`src/rtl/enum_type.sv`:
```
// Shared enumerations used across the control blocks, plus a counter-width helper.
package enum_type;

  typedef enum logic [0:0] {StIdle, StRun} state_type;

  typedef enum logic [1:0] {
    RptIdle,
    RptDelay,
    RptRepeat,
    RptSuppressed
  } repeat_state_type;

  // Counter width able to reach max(a, b) - 1; never narrower than one bit.
  function automatic int unsigned cnt_width(input int unsigned a, input int unsigned b);
    int unsigned m;
    m = (a > b) ? a : b;
    if (m < 2) return 1;
    return $clog2(m);
  endfunction

endpackage

```
`src/rtl/btn_repeat_channel.sv`:
```
// Per-button auto-repeat FSM: first pulse on press, optional repeats after DAS then every ARR.
module repeat_channel
  import enum_type::*;
#(
  parameter int unsigned DAS_CYCLES = 20_000_000,
  parameter int unsigned ARR_CYCLES = 5_000_000,
  parameter bit          REPEAT_EN  = 1'b1
) (
  input  logic clk,
  input  logic reset_n,
  input  logic level,
  input  logic press_edge,
  input  logic suppress,
  input  logic resume,
  input  logic enable,
  output logic pulse,
  output logic active
);

  localparam int unsigned CntW = cnt_width(DAS_CYCLES, ARR_CYCLES);
  localparam logic [CntW-1:0] DasLast = CntW'(DAS_CYCLES - 1);
  localparam logic [CntW-1:0] ArrLast = CntW'(ARR_CYCLES - 1);

  repeat_state_type state;
  logic [CntW-1:0]  cnt;

  always_ff @(posedge clk) begin
    if (!reset_n) begin
      state <= RptIdle;
      cnt   <= '0;
      pulse <= 1'b0;
    end else begin
      pulse <= 1'b0;
      if (!enable || !level) begin
        state <= RptIdle;
        cnt   <= '0;
      end else if (suppress) begin
        state <= RptSuppressed;
        cnt   <= '0;
      end else begin
        unique case (state)
          RptIdle: begin
            if (press_edge) begin
              pulse <= 1'b1;
              state <= RptDelay;
              cnt   <= '0;
            end
          end
          RptDelay: begin
            // Single-shot channels park here with the counter saturated until release.
            if (cnt == DasLast) begin
              if (REPEAT_EN) begin
                pulse <= 1'b1;
                state <= RptRepeat;
                cnt   <= '0;
              end
            end else begin
              cnt <= cnt + 1'b1;
            end
          end
          RptRepeat: begin
            if (cnt == ArrLast) begin
              pulse <= 1'b1;
              cnt   <= '0;
            end else begin
              cnt <= cnt + 1'b1;
            end
          end
          RptSuppressed: begin
            if (resume) begin
              state <= RptDelay;
              cnt   <= '0;
            end
          end
        endcase
      end
    end
  end

  assign active = (state != RptIdle);

endmodule

```
`src/rtl/btn_repeat.sv`:
```
// Four-channel button auto-repeat with RIGHT/LEFT (ch0/ch3) conflict arbitration.
module btn_repeat #(
  parameter int unsigned DAS_CYCLES  = 20_000_000,
  parameter int unsigned ARR_CYCLES  = 5_000_000,
  parameter logic [3:0]  REPEAT_MASK = 4'b1011
) (
  input  logic       clk,
  input  logic       reset_n,
  input  logic [3:0] btn_level,
  input  logic       enable,
  output logic [3:0] pulse
);

  logic [3:0] prev;
  logic [3:0] press_edge;
  logic [3:0] suppress;
  logic [3:0] resume;
  logic [3:0] active;

  // Reset to all-held so buttons kept down through reset never look like fresh presses.
  always_ff @(posedge clk) begin
    if (!reset_n) prev <= 4'b1111;
    else          prev <= btn_level;
  end

  assign press_edge = btn_level & ~prev & {4{enable}};

  // Newest press wins the pair; on a same-cycle tie ch0 wins.
  always_comb begin
    suppress    = 4'b0000;
    resume      = 4'b0000;
    suppress[0] = press_edge[3] & active[0] & ~press_edge[0];
    suppress[3] = press_edge[0] & (active[3] | press_edge[3]);
    resume[0]   = ~btn_level[3];
    resume[3]   = ~btn_level[0];
  end

  for (genvar i = 0; i < 4; i++) begin : g_ch
    repeat_channel #(
      .DAS_CYCLES(DAS_CYCLES),
      .ARR_CYCLES(ARR_CYCLES),
      .REPEAT_EN (REPEAT_MASK[i])
    ) u_ch (
      .clk       (clk),
      .reset_n   (reset_n),
      .level     (btn_level[i]),
      .press_edge(press_edge[i]),
      .suppress  (suppress[i]),
      .resume    (resume[i]),
      .enable    (enable),
      .pulse     (pulse[i]),
      .active    (active[i])
    );
  end

endmodule
```
`config.mk`:
```
export PLATFORM = sky130hd
export DESIGN_NAME = btn_repeat
export DESIGN_NICKNAME = d
export VERILOG_FILES = /design/src/rtl/enum_type.sv /design/src/rtl/btn_repeat_channel.sv /design/src/rtl/btn_repeat.sv
export SDC_FILE = /design/constraint.sdc
export NUM_CORES = 1
export LEC_CHECK = 0
export CAP_MARGIN = 20
export CORE_ASPECT_RATIO = 1.1
export CORE_MARGIN = 4
export CORE_UTILIZATION = 40
export DETAILED_ROUTE_END_ITERATION = 12
export GPL_TIMING_DRIVEN = 0
export HOLD_SLACK_MARGIN = 0.08
export PLACE_DENSITY = 0.53
export SYNTH_ARGS = -nofsm -noshare
export SYNTH_HDL_FRONTEND = slang
export SYNTH_SLANG_ARGS = --single-unit
```
`constraint.sdc`:
```
create_clock -name clk -period 2.4 [get_ports clk]
set_input_delay 0.48 -clock clk [delete_from_list [all_inputs] [get_ports clk]]
set_output_delay 0.48 -clock clk [all_outputs]
set_load 0.01 [all_outputs]
```
== Yosys cells after proc, flatten, opt, wreduce, memory -nomap -nowiden ==
Index checks and enable logic that the tools add are counted.
W data, S select, Z words.
Storage, ports and cells
  bits in latches: 0
  RAM bits: 0
  memories kept: 0
  register bits after elaboration: 90
  memory bits (read-only): 0
  logic and storage cells: 125
Operators by class
  reduce and logical (&&, ||, !) cells: 32
  bitwise gates (word level): 11
  muxes and demuxes: 40
  order comparisons: 0
  eq/ne operators: 27
  add/subtract/negate cells: 3
  divide/modulo/power cells: 0
  multiply operators: 0
  shift-type cells: 0
Operators with widths (count)
  $mux W25: 11
  $pmux W25 S4: 2
  $add A25 B1 Y25 const B: 3
  $eq A25 B23 Y1 const B: 3
  $eq A25 B25 Y1 const B: 3
  $pmux W25 S3: 1
  $mux W2: 10
  $eq A2 B2 Y1 const B: 6
  $ne A3 B2 Y1 const B: 4
  $pmux W2 S3: 2
  $mux W1: 10
  $ne A2 B2 Y1 const B: 5
  $pmux W1 S3: 3
  $reduce_or A3 Y1: 3
  $and A4 B4 Y4: 2
  $logic_not A2 Y1: 4
  $reduce_and A2 Y1: 4
  $reduce_and A4 Y1: 2
  $reduce_bool A4 Y1: 2
  $reduce_or A2 Y1: 4
  $eq A2 B1 Y1 const B: 3
  $ne A3 B1 Y1 const B: 2
  $reduce_bool A2 Y1: 3
  $logic_not A1 Y1: 5
  8 further kinds: 16

== Longest topological paths before layout ==
  depth in word-level cells: 7
  depth in mapped cells: 8

== By module ==
From an unflattened synthesis, not the netlist that was laid out.
Unflattened totals
  cells, all modules: 861
  area total of the unflattened synthesis: 7044.3 um2
Modules (own cells, without submodules)
  repeat_channel (g_ch[0].u_ch): cells each 210, instances 1, area each 1762.9 um2
  repeat_channel (g_ch[2].u_ch): cells each 219, instances 1, area each 1761.7 um2
  repeat_channel (g_ch[3].u_ch): cells each 202, instances 1, area each 1712.9 um2
  repeat_channel (g_ch[1].u_ch): cells each 210, instances 1, area each 1636.6 um2
  btn_repeat: cells each 20, instances 1, area each 170.2 um2

== Worst setup path after synthesis ==
No wires, ideal clock.
  kind: register -> register
  start point: register g_ch[3].u_ch.cnt[12]
  end point: register g_ch[3].u_ch.cnt[16]
  path buffers: 1
  cell stages (with the launch flop): 8
  data arrival time: 2.046 ns
  setup slack: 0.239 ns
  library setup time: 0.115 ns
  clock period less this slack: 2.161 ns
  cells stage by stage: dfxtp_1 or4b_1 or4_4 nor3_4 o21ai_2 a31oi_4 buf_6 nor2_2
On the way
  longest elaborated chain between the ends: 3
  elaborated cells between the ends (all ways): 6
  those cells by class: 1 x add/sub; 2 x eq/ne; 3 x mux
Ends and longest elaborated chain
  from (decl): RTL line btn_repeat_channel.sv:25  | logic [CntW-1:0] cnt;
  from (signal assigned): RTL line btn_repeat_channel.sv:58  | cnt <= cnt + 1'b1;
  from (signal assigned): RTL line btn_repeat_channel.sv:66  | cnt <= cnt + 1'b1;
  $add A25 B1 Y25 (tied with other cells): RTL line btn_repeat_channel.sv:58, btn_repeat_channel.sv:66
  $mux W25 (on tied branches): RTL line btn_repeat_channel.sv:62, btn_repeat_channel.sv:51
  $pmux W25 S4 (*): RTL line btn_repeat_channel.sv:41  | unique case (state)
Mark *: on every way between the ends. The rest lies on a longest branch, timed or not.
A chain may end at the register's enable or synchronous reset.

== Final worst setup path ==
Ends and elaborated chain as after synthesis.

==> flow_metrics.py <==
metrics = {
    "routing": {
        "drt_pre_antenna_iters": 6,
        "post_detailed_route_drc_marker_count": 0,
        "final_wl_um": 9900,
        "vias": 3766,
        "drt_iter0_drc": 154,
        "detail_route.wl_per_cell_um": 13.6,
        "route.antenna.remaining_nets": 0,
        "average_via_count_per_standard_cell": 5.18,
    },
    "power_and_ir_drop": {
        "power_frac_seq": 0.493,
        "share_comb_of_total_power": 0.031,
        "power.switching_w": 0.000644,
        "leakage_nw": 1.78,
        "power.share.clock": 0.475,
        "power.switching_fraction": 0.212,
        "pwr_density_cell_nw_per_um2": 561,
        "intPower_w": 0.00240,
        "vdd_drop_max_uv": 311,
    },
    "logic_synthesis": {
        "synth_area_leaders": "dfxtp_1, xor2_1, nor2_1",
        "synth_sequential_area_ratio": 0.387,
        "synth_area_leader_cell": "dfxtp_1",
        "ys_dominant_reg_cell": "dfxtp_1",
        "postSynthAreaPerCell_sq_um": 8.57,
        "synth_edf_count": 0,
        "synth_top_area_share": 0.387,
        "syn-cell-area_sq_um": 4650,
        "ys_ff_latch": 90,
        "async_flop_share": 0,
        "synthesis.instances": 543,
        "post_syn_nets": 567,
        "ys_types": 53,
        "ys_warn_count": 0,
    },
    "worst_setup_path": {
        "cp.arrival_ns": 2.52,
        "start_kind": "flop",
        "critPathMaxFanout": 10,
        "crit_path_frequent_cell": "o21ai_2",
        "worstSetupEndpointType": "flop",
        "crit_path_max_incr_delay_ns": 0.55,
        "cp_cell_sequence": "or4b_1, or4_4, o21ai_2, o21ai_2, a31oi_4, buf_12, buf_6, nor2_2",
        "worst_path_slowest_cell": "or4b_1",
        "crit_type": "reg -> reg",
        "crit_required_ns": 2.63,
    },
    "finish": {
        "final_net_count": 596,
        "syn2layout_area_growth_pct": 16.6,
        "leading_cell_types_in_the_layout_fill_and_taps_excluded": "dfxtp_1, nor2_1, nand2_1, nand3_1, xor2_1",
        "fill_cells": 1116,
        "insertedDiodeCount": 0,
        "layout.core_utilization": 0.474,
        "mostFrequentLayoutCell": "dfxtp_1",
        "post_route_cells_drive_above_1_share": 0.139,
    },
    "floorplanning": {
        "initial_utilization": 0.407,
        "design.die.area_sq_um": 13400,
        "placement_rows": 41,
        "top_level_ports": 11,
        "die_height_um": 121,
        "core-area_sq_um": 11400,
        "dieWidth_um": 111,
    },
    "sta": {
        "period_needed_ns": 2.28,
        "max_slew_violation_total_from_the_final_report": 0,
        "skew_ns": 0.00618,
        "slew_headroom": 0.385,
        "setup_viol_count_final": 0,
        "fmax_mhz": 438,
        "worst_slack_ns": 0.116,
        "final.period_utilization": 0.952,
        "hold_ws_ns": 0.423,
        "max_slew.worst_pin.slew_ns": 0.914,
        "hold_viol": 0,
    },
    "cts": {
        "cts_root_buffer": "clkbuf_16",
        "clk_pin_slew_worst_paths_ns": 0.06,
        "clock-sinks": 90,
        "cts_tree": "yes",
        "clk_latency_ns": 0.34,
        "clock_tree.buffer_depth": 2,
        "cts-buffers-inserted": 9,
        "htree_num_levels": 3,
    },
    "placement": {
        "gp_congestion": 0.808,
        "dp_hpwl_um": 7180,
        "preCtsSetupSlack_ns": -0.514,
        "port_buf_inserts": 9,
    },
    "global_route": {
        "antenna_found_initial": 0,
        "grt_util_all_layers": 0.153,
        "largest_net_degree_at_the_start_of_global_routing": 15,
        "overflow": 0,
        "wire_length_of_the_first_global_routing_pass_um": 16900,
        "met3_use_gr": 0.0204,
        "grt_most_used_layer": "met2",
        "grt_util_met1": 0.189,
        "via_count_of_the_first_global_routing_pass": 3585,
        "met2_usage": 0.260,
    },
    "status": {
        "run_status": "completed",
    },
    "worst_hold_path": {
        "timing.hold.worst.class": "reg -> reg",
    },
    "job": {
        "drv.max_cap_violation_count": 0,
    },
}
## power by group through the flow
stage | Clock (W) | Sequential, W | Combinational, W
2_1_floorplan | 0 | 0.00153 | 0.0000512
3_3_place_gp | 0 | 0.00153 | 0.0000802
3_5_place_dp | 0 | 0.00153 | 0.0000807
4_1_cts | 0.00148 | 0.00150 | 0.0000836
5_1_grt | 0.00156 | 0.00150 | 0.000104
6_report | 0.00145 | 0.00150 | 0.0000957
## critical path, delay by kind of cell, from the launching register on
family,cells,cell delay [ns]
compound gates,3,0.45
flops,1,0.34
buf+inv,2,0.31
simple gates,3,1.07
## final timing paths
path	from	end	cells past startpoint	slack, ns
setup / recovery	g_ch[3].u_ch.cnt[12]	g_ch[3].u_ch.cnt[16]	8	0.12
hold / removal	prev[2]	g_ch[2].u_ch.pulse	1	0.42
setup reg to reg	g_ch[3].u_ch.cnt[12]	g_ch[3].u_ch.cnt[16]	8	0.12
hold reg to reg	prev[2]	g_ch[2].u_ch.pulse	1	0.42
## timing repair
action,CTS,global route
cloned,0,1
buffers inserted,1,7
gates resized for setup,9,14
setup endpoints to repair,50,70
hold buffers,0,0
pin swaps,2,6
## synthesized netlist by cell type, drive strengths merged (10+ instances only)
library cell / count
nor3: 13
and2: 10
dfxtp: 90
inv: 19
nand3: 41
buf: 10
ha: 17
xor2: 40
a21oi: 18
and3: 11
nand2b: 11
nand2: 44
xnor2: 25
nor2: 91
nand4: 21
## state kept, by name, summed over array words and instances, names as in the netlist
name             cells
prev                 4
g_ch.u_ch.pulse      4
g_ch.u_ch.cnt       75
g_ch.u_ch.state      7
## routing by layer
metal	vias to the layer above	wire [um]
met4	0	269
met2	55	4850
met3	17	229
li1	1937	-
met1	1757	4550
met5	-	0
## cells by family (layout without fill, tap and decap cells)
kind of cell / count (synthesis) / count (layout) / synth area share
AND/OR/NAND/NOR: 287 / 287 / 0.330
adder cells (fa/ha/maj): 17 / 17 / 0.0457
flip-flops: 90 / 90 / 0.387
buffers and inverters: 35 / 69 / 0.0358
AO/OA/AOI/OAI: 45 / 45 / 0.0704
XOR/XNOR: 65 / 65 / 0.122
multiplexers: 4 / 4 / 0.00860
## cell type report
cell class	count	area (sq um)	area share
clock inverter	5	52.6	0.00969
inverter	19	71.3	0.0131
buffer	16	110	0.0203
clock buffer	11	253	0.0466
sequential	90	1800	0.332
timing repair buffer	18	188	0.0346
tap	150	188	0.0346
multi-input combinational	418	2760	0.509
## metrics by stage
stage	TNS [ns]	instances	cell area, sq um	total power (W)
2_1_floorplan	0	543	4650	0.00159
3_3_place_gp	-18.42	702	4930	0.00161
3_5_place_dp	-19.09	702	4930	0.00162
4_1_cts	0	719	5280	0.00307
5_1_grt	-0.0152	727	5430	0.00316
6_report	0	727	5430	0.00304
No activity file was read; power rests on OpenSTA's default activity.
